## src/rtl/inst_fetch_unit.sv

```systemverilog
// Instruction fetch unit: owns the PC, reads instmem and queues fetched words toward decode.
// Optional performance counters are enabled by defining FETCH_PERF_CNT_EN.
module inst_fetch_unit #(
    parameter logic [31:0] RESET_PC = 32'h0000_0000,
    parameter int unsigned QDEPTH   = 2
) (
    input  logic        clk,
    input  logic        rst,
    input  logic        fetch_en,
    output logic [31:0] imem_addr,
    input  logic [31:0] imem_inst,
    input  logic        br_taken,
    input  logic [31:0] br_target,
    output logic        out_valid,
    input  logic        out_ready,
    output logic [31:0] out_inst,
    output logic [31:0] out_pc
`ifdef FETCH_PERF_CNT_EN
    ,
    output logic [31:0] perf_fetch_cnt,
    output logic [31:0] perf_stall_cnt,
    output logic [31:0] perf_flush_cnt
`endif
);

    localparam int unsigned PW = (QDEPTH > 1) ? $clog2(QDEPTH) : 1;
    localparam int unsigned CW = $clog2(QDEPTH + 1);

    typedef logic [PW-1:0] ptr_t;
    typedef logic [CW-1:0] cnt_t;

    // Word alignment is enforced even if the parameter is misconfigured.
    localparam logic [31:0] ResetPcAligned = {RESET_PC[31:2], 2'b00};

    function automatic ptr_t ptr_inc(input ptr_t p);
        return (p == ptr_t'(QDEPTH - 1)) ? '0 : p + ptr_t'(1);
    endfunction

    logic [31:0] pc_q, pc_d;
    ptr_t        wr_ptr_q, wr_ptr_d;
    ptr_t        rd_ptr_q, rd_ptr_d;
    cnt_t        count_q, count_d;
    logic [31:0] inst_q [QDEPTH];
    logic [31:0] inst_d [QDEPTH];
    logic [31:0] addr_q [QDEPTH];
    logic [31:0] addr_d [QDEPTH];

    logic push;
    logic pop;
    logic full;

    always_comb begin
        full = (count_q == cnt_t'(QDEPTH));
        pop  = out_valid & out_ready;
        push = fetch_en & ~br_taken & (~full | pop);
    end

    always_comb begin
        pc_d     = pc_q;
        wr_ptr_d = wr_ptr_q;
        rd_ptr_d = rd_ptr_q;
        count_d  = count_q;

        if (br_taken) begin
            // Redirect wins: the in-flight word is dropped and the queue is emptied.
            pc_d     = {br_target[31:2], 2'b00};
            wr_ptr_d = '0;
            rd_ptr_d = '0;
            count_d  = '0;
        end else begin
            if (push) begin
                pc_d     = pc_q + 32'd4;
                wr_ptr_d = ptr_inc(wr_ptr_q);
            end
            if (pop) begin
                rd_ptr_d = ptr_inc(rd_ptr_q);
            end
            unique case ({push, pop})
                2'b10:   count_d = count_q + cnt_t'(1);
                2'b01:   count_d = count_q - cnt_t'(1);
                default: count_d = count_q;
            endcase
        end
    end

    always_comb begin
        for (int i = 0; i < int'(QDEPTH); i++) begin
            inst_d[i] = inst_q[i];
            addr_d[i] = addr_q[i];
        end
        if (push) begin
            inst_d[wr_ptr_q] = imem_inst;
            addr_d[wr_ptr_q] = pc_q;
        end
    end

    always_ff @(posedge clk or negedge rst) begin
        if (!rst) begin
            pc_q     <= ResetPcAligned;
            wr_ptr_q <= '0;
            rd_ptr_q <= '0;
            count_q  <= '0;
            for (int i = 0; i < int'(QDEPTH); i++) begin
                inst_q[i] <= '0;
                addr_q[i] <= '0;
            end
        end else begin
            pc_q     <= pc_d;
            wr_ptr_q <= wr_ptr_d;
            rd_ptr_q <= rd_ptr_d;
            count_q  <= count_d;
            for (int i = 0; i < int'(QDEPTH); i++) begin
                inst_q[i] <= inst_d[i];
                addr_q[i] <= addr_d[i];
            end
        end
    end

    always_comb begin
        imem_addr = pc_q;
        out_valid = (count_q != '0);
        out_inst  = inst_q[rd_ptr_q];
        out_pc    = addr_q[rd_ptr_q];
    end

`ifdef FETCH_PERF_CNT_EN
    logic [31:0] fetch_cnt_q, fetch_cnt_d;
    logic [31:0] stall_cnt_q, stall_cnt_d;
    logic [31:0] flush_cnt_q, flush_cnt_d;
    logic        stall;

    always_comb begin
        stall       = fetch_en & ~br_taken & full & ~pop;
        fetch_cnt_d = push     ? fetch_cnt_q + 32'd1 : fetch_cnt_q;
        stall_cnt_d = stall    ? stall_cnt_q + 32'd1 : stall_cnt_q;
        flush_cnt_d = br_taken ? flush_cnt_q + 32'd1 : flush_cnt_q;
    end

    always_ff @(posedge clk or negedge rst) begin
        if (!rst) begin
            fetch_cnt_q <= '0;
            stall_cnt_q <= '0;
            flush_cnt_q <= '0;
        end else begin
            fetch_cnt_q <= fetch_cnt_d;
            stall_cnt_q <= stall_cnt_d;
            flush_cnt_q <= flush_cnt_d;
        end
    end

    always_comb begin
        perf_fetch_cnt = fetch_cnt_q;
        perf_stall_cnt = stall_cnt_q;
        perf_flush_cnt = flush_cnt_q;
    end
`endif

endmodule

```

## config.mk

```make
export PLATFORM = sky130hd
export DESIGN_NAME = inst_fetch_unit
export DESIGN_NICKNAME = d
export VERILOG_FILES = /design/src/rtl/inst_fetch_unit.sv
export SDC_FILE = /design/constraint.sdc
export NUM_CORES = 1
export LEC_CHECK = 0
export CAP_MARGIN = 20
export CORE_MARGIN = 2
export CORE_UTILIZATION = 47
export CTS_BUF_LIST = sky130_fd_sc_hd__clkbuf_8
export CTS_CLUSTER_SIZE = 12
export DETAILED_ROUTE_END_ITERATION = 10
export PLACE_DENSITY = 0.78
export RECOVER_POWER = 25
export SLEW_MARGIN = 20
export SYNTH_ARGS = -nofsm -noshare
export SYNTH_HDL_FRONTEND = slang
export SYNTH_SLANG_ARGS = --single-unit
export TNS_END_PERCENT = 100
```

## constraint.sdc

```tcl
create_clock -name clk -period 1.88 [get_ports clk]
set_input_delay 0.376 -clock clk [delete_from_list [all_inputs] [get_ports clk]]
set_output_delay 0.376 -clock clk [all_outputs]
set_load 0.02 [all_outputs]
```

==> flow_summary.toml <==
[grt]
grt_pass1_wl_mm = 28.8
antenna_found_initial = 0
track_usage_pct = 22.2
grt_max_degree = 59
grt_pass1_vias = 5663
grt_overflow = 0

[critical_path]
cp.arrival_ps = 1690
start_kind = "flip-flop"
end_kind = "output port"
worstSetupPathType = "reg2out"
cp_max_fo = 5
crit_required_ps = 1500

[layout]
area_delta_synth_final_pct = 41.3
diodes = 0
layout-drive-gt1-share_pct = 44.9
final_common_cell = "dfrtp_1"
fill_cells = 1089
post_layout_nonfiller_instances = 1001
finalNetCount = 847
multiInputGateArea_sq_mm = 0.00346
final_cell_mix = "dfrtp_1, mux2_2, clkdlybuf4s50_1"
seq_area_sq_mm = 0.00396
final_area_sq_mm = 0.0105
utilization_pct = 68.5

[pwr]
cellLeakagePower_nw = 4.59
power.density_mw_per_mm2 = 1080
ir_worst_vdd_mv = 0.508

[placement]
finalWeightedCongestion = 0.868
pre_cts_slack_ps = -453
dp_cells = 952
numPortBuffers = 159
dp_hpwl_mm = 12.3
placed_area_sq_mm = 0.00955

[timing]
skew_ps = 11.0
final-hold-violation-count = 0
relSlewSlack_pct = 27.7
fin_crit_sh_pct = 110
tightest_slew_ps = 1080
rsz0062_at_grt = "yes"
layout_setup_ws_ps = -188
fin_crit_ps = 2070
fmaxAchievable_mhz = 484
finalSetupViolations = 62
fin_tns_setup_ps = -9920
finalMaxSlewViolations = 0

[drt]
detail-route-antenna-nets = 0
dr.pass1.iters = 4
drtIter0Drc = 217
num_vias = 5483
viasPerCell = 5.48
drc = 0
wl_per_cell_um = 18.8
drt_wl_total_mm = 18.8

[clocking]
clkSinkCount = 158
cts-root-buf = "clkbuf_8"
clkTransAtPathRegs_ps = 90
insertion_delay_ps = 450
htreeDepth = 4
clock_path_buffers = 2
cts_tree = "done"
cts_buffers = 17

[worst_hold_path]
hold_path_class = "in2reg"

[synthesis]
synth_cells = 563
synth_ff_type = "dfrtp_1"
synth_area_sq_mm = 0.00743
ys_types = 42
yosysSeqAreaShare_pct = 53.2
synth_edf_count = 0
synth-async-reset-ratio_pct = 100
postSynthAreaPerCell_sq_um = 13.2
synth.ff_latch_count = 158
yosysWarnings = 0

[job]
cap_violations = 0

[die]
die_w_um = 130
die_h_um = 130
coreArea_sq_mm = 0.0153
ios = 166
die-area_sq_mm = 0.0168
rows = 45
start_util_pct = 48.5

[status]
status = "finished, violations left"
failed_checks = "negative setup slack"
-- flip-flops by register name, indices dropped and copies added, names as in the netlist --
signal     flops
rd_ptr_q       1
wr_ptr_q       1
addr_q        60
count_q        2
imem_addr     30
inst_q        64
-- worst paths after layout --
path / from / to / slack, ps / depth (start not counted)
setup / recovery: rd_ptr_q / out_inst[15] / -190 / 4
hold / removal: out_ready / count_q[0] / 290 / 3
min in group asynchronous: rst / inst_q[33] / 690 / 2
hold reg to reg: inst_q[40] / inst_q[40] / 490 / 1
max in group asynchronous: rst / imem_addr[9] / 80 / 3
setup reg to reg: count_q[1] / imem_addr[28] / 20 / 5
-- stage by stage --
stage          hold slack, ps  power [mW]
5_1_grt                   276        11.9
2_1_floorplan            80.4        6.58
4_1_cts                   419        10.9
6_report                  290        11.3
3_3_place_gp              310        7.97
3_5_place_dp              320        8.13
-- worst max-delay path, cell delays in order, from the launching register on --
cell       delay, ps
dfrtp_2          470
buf_8            170
clkbuf_16        160
mux2_4           300
buf_6            130
-- cell usage after synthesis, drive strengths merged, types with 2 or more instances --
cell / n / area [sq um]
clkbuf: 13 / 48.8
o31a: 2 / 17.5
a31oi: 16 / 100
and3: 7 / 45.1
mux2: 184 / 2070
nand4: 10 / 129
o211ai: 4 / 30.0
and4: 4 / 35.0
nand3: 14 / 75.1
or4: 18 / 135
inv: 4 / 15.0
nor2: 20 / 75.1
nand2b: 2 / 12.5
dfrtp: 158 / 3950
nand2: 29 / 114
xor2: 9 / 78.8
o31ai: 14 / 105
buf: 25 / 194
or3: 2 / 12.5
a21oi: 2 / 10.0
o21ai: 15 / 75.1
-- what timing repair did --
item                       4_1_cts  5_1_grt
hold endpoints to repair        37        0
setup buffers                    4        6
resized for setup              370      104
pin swaps                        0        4
setup endpoints to repair       94       93
hold buffers                     1        0
cloned                           3        4
-- power breakdown --
part	switching (mW)	internal (mW)	leakage, nW
clock network	1.23	1.60	0.232
logic	1.62	2.17	2.50
registers	0.482	4.23	1.87
-- metal layers --
metal	share of wire, %	GRT usage [%]	up-vias
li1	-	-	2482
met1	43	28.7	2808
met2	51	37.5	176
met3	5.1	4.67	17
met4	1.2	6.96	0
met5	0	0	-
-- logic make-up after synthesis --
kind of cell,synth area share (%)
mux,28.0
flops,53.2
simple gates,9.08
compound gates,4.77
buf+inv,3.47
xor+xnor,1.18
fa+ha+maj,0.168
other cells,0.0505
-- area by class of cell --
| class | count | share of cell area [%] |
|---|---|---|
| clock buffer | 18 | 2.36 |
| clock inverter | 14 | 1.91 |
| inverter | 4 | 0.143 |
| multi-input combinational | 366 | 33.0 |
| sequential | 158 | 37.7 |
| tap | 211 | 2.52 |
| timing repair buffer | 230 | 22.4 |
No activity file was read; power rests on OpenSTA's default activity.
